<file path="src/rtl/decode_stage.sv">
// Registered RV32/RV64 decode stage between fetch and execute.
// Combinational decode of the incoming word is captured into a main entry;
// an optional skid entry absorbs one extra word so in_ready can come from a flop.
module decode_stage #(
  parameter int XLEN     = 32,
  parameter bit HAS_SKID = 1'b1
) (
  input  logic            clk,
  input  logic            rst_n,
  input  logic            flush,
  input  logic            in_valid,
  output logic            in_ready,
  input  logic [31:0]     in_instr,
  input  logic [XLEN-1:0] in_pc,
  output logic            out_valid,
  input  logic            out_ready,
  output logic [XLEN-1:0] out_pc,
  output logic [31:0]     out_instr,
  output logic [6:0]      opcode,
  output logic [4:0]      rd,
  output logic [2:0]      funct3,
  output logic [4:0]      rs1,
  output logic [4:0]      rs2,
  output logic [6:0]      funct7,
  output logic [XLEN-1:0] imm,
  output logic            rs1_used,
  output logic            rs2_used,
  output logic            rd_we,
  output logic            illegal
);

  localparam logic [6:0] OP_LOAD     = 7'b0000011;
  localparam logic [6:0] OP_OPIMM    = 7'b0010011;
  localparam logic [6:0] OP_JALR     = 7'b1100111;
  localparam logic [6:0] OP_SYSTEM   = 7'b1110011;
  localparam logic [6:0] OP_MISCMEM  = 7'b0001111;
  localparam logic [6:0] OP_STORE    = 7'b0100011;
  localparam logic [6:0] OP_BRANCH   = 7'b1100011;
  localparam logic [6:0] OP_LUI      = 7'b0110111;
  localparam logic [6:0] OP_AUIPC    = 7'b0010111;
  localparam logic [6:0] OP_JAL      = 7'b1101111;
  localparam logic [6:0] OP_OP       = 7'b0110011;
  localparam logic [6:0] OP_OPIMM32  = 7'b0011011;
  localparam logic [6:0] OP_OP32     = 7'b0111011;

  typedef struct packed {
    logic [31:0]     instr;
    logic [XLEN-1:0] pc;
    logic [XLEN-1:0] imm;
    logic            rs1_used;
    logic            rs2_used;
    logic            rd_we;
    logic            illegal;
  } entry_t;

  entry_t dec, main_q, skid_q;
  logic   main_valid, skid_valid;
  logic   fmt_i, fmt_s, fmt_b, fmt_u, fmt_j, fmt_r;
  logic [31:0]      imm32;
  logic [XLEN+31:0] imm_ext;
  logic   load_main, accept;

  // Format classification and field decode of the incoming word
  always_comb begin
    fmt_i = 1'b0; fmt_s = 1'b0; fmt_b = 1'b0;
    fmt_u = 1'b0; fmt_j = 1'b0; fmt_r = 1'b0;
    case (in_instr[6:0])
      OP_LOAD, OP_OPIMM, OP_JALR,
      OP_SYSTEM, OP_MISCMEM: fmt_i = 1'b1;
      OP_STORE:              fmt_s = 1'b1;
      OP_BRANCH:             fmt_b = 1'b1;
      OP_LUI, OP_AUIPC:      fmt_u = 1'b1;
      OP_JAL:                fmt_j = 1'b1;
      OP_OP:                 fmt_r = 1'b1;
      OP_OPIMM32:            fmt_i = (XLEN == 64);
      OP_OP32:               fmt_r = (XLEN == 64);
      default: ;
    endcase

    // All format flags are zero for an illegal word, so imm and flags fall to zero
    imm32 = 32'h0;
    if (fmt_i) imm32 = {{20{in_instr[31]}}, in_instr[31:20]};
    if (fmt_s) imm32 = {{20{in_instr[31]}}, in_instr[31:25], in_instr[11:7]};
    if (fmt_b) imm32 = {{20{in_instr[31]}}, in_instr[7], in_instr[30:25], in_instr[11:8], 1'b0};
    if (fmt_u) imm32 = {in_instr[31:12], 12'h0};
    if (fmt_j) imm32 = {{12{in_instr[31]}}, in_instr[19:12], in_instr[20], in_instr[30:21], 1'b0};
    imm_ext = {{XLEN{imm32[31]}}, imm32};

    dec          = '0;
    dec.instr    = in_instr;
    dec.pc       = in_pc;
    dec.imm      = imm_ext[XLEN-1:0];
    dec.illegal  = ~(fmt_i | fmt_s | fmt_b | fmt_u | fmt_j | fmt_r);
    // ecall/ebreak style SYSTEM words (funct3 = 0) have no rs1 source
    dec.rs1_used = (fmt_i & ~(in_instr[6:0] == OP_SYSTEM && in_instr[14:12] == 3'b000))
                 | fmt_s | fmt_b | fmt_r;
    dec.rs2_used = fmt_s | fmt_b | fmt_r;
    dec.rd_we    = ((fmt_i & (in_instr[6:0] != OP_MISCMEM)) | fmt_u | fmt_j | fmt_r)
                 & (in_instr[11:7] != 5'd0);
  end

  // Main entry can take a word when it is empty or handing its bundle off this edge
  assign load_main = ~main_valid | out_ready;
  assign in_ready  = HAS_SKID ? ~skid_valid : (out_ready | ~main_valid);
  assign accept    = in_valid & in_ready;

  // Two-entry buffer: skid refills main first, flush wins over any transfer
  always_ff @(posedge clk or negedge rst_n) begin
    if (!rst_n) begin
      main_q     <= '0;
      skid_q     <= '0;
      main_valid <= 1'b0;
      skid_valid <= 1'b0;
    end else if (flush) begin
      main_valid <= 1'b0;
      skid_valid <= 1'b0;
    end else if (load_main) begin
      if (skid_valid) begin
        main_q     <= skid_q;
        main_valid <= 1'b1;
        skid_valid <= 1'b0;
      end else if (accept) begin
        main_q     <= dec;
        main_valid <= 1'b1;
      end else begin
        main_valid <= 1'b0;
      end
    end else if (HAS_SKID && accept) begin
      skid_q     <= dec;
      skid_valid <= 1'b1;
    end
  end

  assign out_valid = main_valid;
  assign out_pc    = main_q.pc;
  assign out_instr = main_q.instr;
  assign opcode    = main_q.instr[6:0];
  assign rd        = main_q.instr[11:7];
  assign funct3    = main_q.instr[14:12];
  assign rs1       = main_q.instr[19:15];
  assign rs2       = main_q.instr[24:20];
  assign funct7    = main_q.instr[31:25];
  assign imm       = main_q.imm;
  assign rs1_used  = main_q.rs1_used;
  assign rs2_used  = main_q.rs2_used;
  assign rd_we     = main_q.rd_we;
  assign illegal   = main_q.illegal;

endmodule

</file>
<file path="config.mk">
export PLATFORM = sky130hd
export DESIGN_NAME = decode_stage
export DESIGN_NICKNAME = d
export VERILOG_FILES = /design/src/rtl/decode_stage.sv
export SDC_FILE = /design/constraint.sdc
export NUM_CORES = 1
export LEC_CHECK = 0
export ABC_AREA = 1
export BUFFER_PORTS_ARGS = -buffer_cell sky130_fd_sc_hd__buf_2
export CORE_ASPECT_RATIO = 1.4
export CORE_UTILIZATION = 50
export DETAILED_ROUTE_END_ITERATION = 16
export PLACE_DENSITY = 0.85
export SLEW_MARGIN = 20
export SYNTH_ARGS = -nofsm -noshare
export SYNTH_HDL_FRONTEND = slang
export SYNTH_SLANG_ARGS = --single-unit
</file>
<file path="constraint.sdc">
create_clock -name clk -period 3.4 [get_ports clk]
set_input_delay 0.34 -clock clk [delete_from_list [all_inputs] [get_ports clk]]
set_output_delay 0.34 -clock clk [all_outputs]
set_load 0.1 [all_outputs]
</file>
# Yosys cells after proc, flatten, opt, wreduce, memory -nomap -nowiden
# Cells that the tools add are included.
# W data, S select, Z words.
word_totals:
  reg_bits: 202
  latch_bits: 0
  ram_bits: 0
  rom_bits: 0
  input_bits: 69
  out_inout_bits: 134
  wordCells: 82
  memories: 0
op_classes:
  add_sub_neg: 0
  mul: 0
  div_mod_pow: 0
  magnitude_cmp: 0
  n_eq_ne: 12
  shift: 0
  mux: 20
  bitwise: 24
  n_reduce_logical: 10
ops:
  columns: ["cell", "count"]
  rows:
  - ["$mux W100", 2]
  - ["$mux W32", 5]
  - ["$eq A7 B7 Y1 const B", 4]
  - ["$eq A7 B6 Y1 const B", 3]
  - ["$eq A7 B5 Y1 const B", 2]
  - ["$or A1 B1 Y1", 14]
  - ["$mux W1", 13]
  - ["$eq A7 B2 Y1 const B", 1]
  - ["$eq A7 B4 Y1 const B", 1]
  - ["$ne A7 B4 Y1 const B", 1]
  - ["$not A1 Y1", 6]
  - ["$reduce_and A3 Y1", 2]
  - ["$reduce_bool A5 Y1", 1]
  - ["$reduce_or A5 Y1", 1]
  - ["$and A1 B1 Y1", 4]
  - ["$reduce_bool A2 Y1", 2]
  - ["$logic_not A3 Y1", 1]
  - ["$reduce_bool A3 Y1", 1]
  - ["$reduce_or A2 Y1", 1]
  - ["$logic_and A1 B1 Y1", 1]

# Longest topological paths before layout
logic_depth:
  ltp_word: 11
  depth_mapped: 11
  ltp_nobuf: 11

# Least setup slack after synthesis
# No wires, ideal clock.
synth_timing:
  path_kind: "reg-to-reg"
  start: "register skid_valid"
  end: "register main_q (netlist bit imm[12])"
  setup_ps: 120
  arrival_time_ps: 1942
  t_required_ps: 3280
  setup_slack_ps: 1338
  path_stages_with_launch: 7
  path_buffers: 2
  period_less_slack_ps: 2062
  path_cell_list: "dfrtp_1 -> inv_1 -> buf_2 -> buf_1 -> nand3_1 -> nand2_1 -> nand2_1"
synth_via:
  elab_chain_cells: 4
  word_cells_on_any_way: 5
  classes_between: "mux: 1; bitwise: 2; reduce/logical: 2"
synth_rtl:
  columns: ["element", "line", "text"]
  rows:
  - ["start: declaration", "57", "logic main_valid, skid_valid;"]
  - ["start signal: assignment", "113", "skid_valid <= 1'b0;"]
  - ["start signal: assignment", "116", "skid_valid <= 1'b0;"]
  - ["start signal: assignment", "121", "skid_valid <= 1'b0;"]
  - ["$not A1 Y1", "104", "assign in_ready = HAS_SKID ? ~skid_valid : (out_ready | ~main_valid);"]
  - ["via in_ready", "12", "output logic in_ready,"]
  - ["$and A1 B1 Y1", "105", "assign accept = in_valid & in_ready;"]
  - ["$reduce_bool A2 Y1 (no source line)", null, null]
  - ["$reduce_and A3 Y1 (no source line)", null, null]
  - ["end signal: assignment", "119", "main_q <= skid_q;"]
  - ["end: declaration", "56", "entry_t dec, main_q, skid_q;"]
# The timed path passes the listed nets, and every way through them passes these cells.
# A chain may end at the register's enable or synchronous reset.

# Worst setup path in the final report
layout_timing:
  start: "register main_valid, in the netlist out_valid"
  end: "register skid_q[10] in the netlist's numbering"
layout_via:
  elab_chain_cells: 4
layout_rtl:
  columns: ["element", "line", "text"]
  rows:
  - ["start: declaration", "57", null]
  - ["start signal: assignment", "112", "main_valid <= 1'b0;"]
  - ["start signal: assignment", "115", "main_valid <= 1'b0;"]
  - ["start signal: assignment", "120", "main_valid <= 1'b1;"]
  - ["$not A1 Y1", null, null]
  - ["$or A1 B1 Y1", null, null]
  - ["$not A1 Y1 (no source line)", null, null]
  - ["$reduce_and A3 Y1 (no source line)", null, null]
  - ["end signal: assignment", "111", "skid_q <= '0;"]
  - ["end signal: assignment", "129", "skid_q <= dec;"]
  - ["end: declaration", "56", null]
# No other way between the ends.

==> reports/qor.yml <==
finish:
  mostFrequentLayoutCells: "373 x nand2_1, 210 x o21ai_0, 202 x dfrtp_1, 201 x buf_2, 79 x inv_1"
  fill_cells: 1633
  area_growth_pct: 16.4
  layout_commonest_cell: "nand2_1"
  drive_above_1_share: 0.219
  stdcell_area_um2: 10900
  antenna_cells: 0
  final_nets: 1347
die:
  start_util: 0.516
  die_h_um: 164
  ioPinCount: 203
  rows: 58
  coreArea_um2: 18100
  die_w_um: 118
  dieArea_um2: 19300
global_routing:
  grt_pass1_vias: 7501
  grt_use_total: 0.238
  grt-ovfl-total: 0
  grt_pass1_wl_um: 37100
  grt_max_degree: 120
  antenna_found_initial: 0
synthesis:
  syn_area_per_cell_um2: 8.19
  netlist_top_cells_area: "dfrtp_1 54%, nand2_1 15%, o21ai_0 11%"
  synth_top_cell_by_area: "dfrtp_1"
  synth_top_area_share: 0.540
  synthesis.instances: 1143
  synthesis.nets: 1212
  synth-warning-count: 0
  synthDistinctLibCells: 29
  synth_area_um2: 9360
  ys_seq_area_frac: 0.540
  synth-seq-cells: 202
route:
  vias: 7840
  top_layer_used: "met4"
  wl_met1_um: 9100
  finalWirelength_um: 22400
  wire_per_inst_um: 14.7
  met3_length_um: 1290
  drc: 0
  first_pass_iters: 5
  ant_nets: 0
  drt_iter0_drc: 555
  via_per_inst: 5.12
  wl_met2_um: 11300
worst_setup_path:
  cp.required_ns: 3.80
  critPathBufInv: 3
  r2r_slack_ns: 1.03
  crit_family: "buffers and inverters"
  slowest_stage: "inv_2"
  crit_type: "reg -> reg"
  path_max_fanout: 55
  slowest_delay_ns: 0.76
  cp-end-kind: "flip-flop"
  cp_data_arrival_time_ns: 2.78
  cp_num_cells: 8
  cp-start-kind: "flip-flop"
  r2r_cells: 8
  path_cells: "inv_1 > nor2_1 > inv_1 > nor2_1 > nand2_4 > inv_2 > nand2_1 > o21ai_0"
sta:
  fin_skew_ns: 0.00721
  timing.final.crit_share: 0.698
  tns_ns: 0
  drv_slew: 0
  hold_viol_final: 0
  fmax_mhz: 421
  holdWs_ns: 0.121
  relSlewSlack: 0.411
  worstMarginPinSlew_ns: 0.882
  rsz0062_at_grt: "false"
  setup_viol: 0
  setup_slack_ns: 1.03
  min_period_ns: 2.37
place:
  place_ws_ns: 0.937
  place_area_um2: 10300
  place_congestion: 0.840
  io_buffer_count: 202
  dp_hpwl_um: 15200
status:
  status: "complete, no violations"
min_path:
  min_path_type: "in -> reg"
  min_delay_path_depth: 3
clock_network:
  path_clk_slew_ns: 0.06
  postCtsSetupBuffers: 0
  clock_latency_ns: 0.49
  cts_buffers: 20
  cts_tree: "yes"
  ctsRootBufferMaster: "clkbuf_16"
  clock-sinks: 202
  cts_max_level: 1
  clock_path_buffers: 3
power_and_ir_drop:
  power_leakage_nw: 6.15
  powerDensity_nw_per_um2: 739
  peakVddDrop_v: 0.000452
job:
  maxCapViolCount: 0
## worst paths after layout
check | start | to
min in group asynchronous | rst_n | skid_q[76]
max | out_valid | skid_q[10]
max in group asynchronous | rst_n | skid_q[26]
min reg2reg | imm[15] | imm[15]
max reg2reg | out_valid | skid_q[10]
min | in_pc[6] | skid_q[42]
## cell families (layout without fill, tap and decap cells)
| kind of cell | count (synthesis) | count (layout) | share of synthesized area |
|---|---|---|---|
| AO/OA/AOI/OAI | 251 | 251 | 0.138 |
| buffers and inverters | 187 | 334 | 0.0935 |
| flip-flops | 202 | 202 | 0.540 |
| AND/OR/NAND/NOR | 503 | 503 | 0.229 |
## registers in the layout, summed over array words and instances, names as in the netlist
signal and cells:
skid_q 100, imm 32, out_instr 32, out_pc 32, illegal 1, out_valid 1
rd_we 1, rs1_used 1, rs2_used 1, skid_valid 1
## through the flow
| step | total power, mW | util | std cells |
|---|---|---|---|
| global route | 8.39 | 0.601 | 1530 |
| finish | 8.05 | 0.601 | 1530 |
| floorplan | 5.48 | - | 1143 |
| detailed placement | 5.93 | 0.565 | 1495 |
| CTS | 8.11 | 0.601 | 1530 |
| global placement | 5.87 | 0.565 | 1495 |
## synth_stat cells
library cell	instances
buf_6	4
nor2_1	56
o21ai_2	1
nor3_1	1
a31oi_1	8
nand3_1	28
buf_2	16
nor2_4	4
nand2_1	375
buf_4	33
clkbuf_1	35
nand4_1	15
o21ai_0	210
o21ai_1	3
nand2_2	4
inv_2	7
dfrtp_1	202
nand3_4	1
nor2_2	1
nand2_4	6
buf_1	12
a22oi_1	1
or2_2	8
nand4_2	1
a21boi_1	8
a21oi_1	20
nand2_8	2
nor2_8	1
inv_1	80
## repair_timing
action,CTS,global route
resized for setup,0,0
setup endpoints to repair,0,0
endpoints found under the hold margin,82,0
hold buffers,1,0
## area by class of cell
type                       count  area (um^2)  area share
timing repair buffer         213         1130       0.104
sequential                   202         5050       0.464
tap                          240          300      0.0276
clock buffer                  26          564      0.0518
inverter                      87          329      0.0302
clock inverter                 8         68.8     0.00632
multi-input combinational    754         3450       0.316
## metal layers
layer  global-route usage  vias up
met5                    0        -
met4               0.0979        0
met3               0.0365       50
met2                0.413      286
met1                0.297     3635
li1                     -     3869
## power breakdown
group	internal, mW	total, mW	leakage, nW	switching (mW)
clock network	1.25	2.17	0.318	0.921
registers	2.84	3.09	2.57	0.241
logic	0.439	2.80	3.25	2.36
total	4.53	8.05	6.15	3.52
## worst min-delay path: cells and delay by family
kind	cells	cell delay (ns)
AO/OA/AOI/OAI	1	0.08
buffers and inverters	2	0.15
Power figures use the tool's default switching activity.
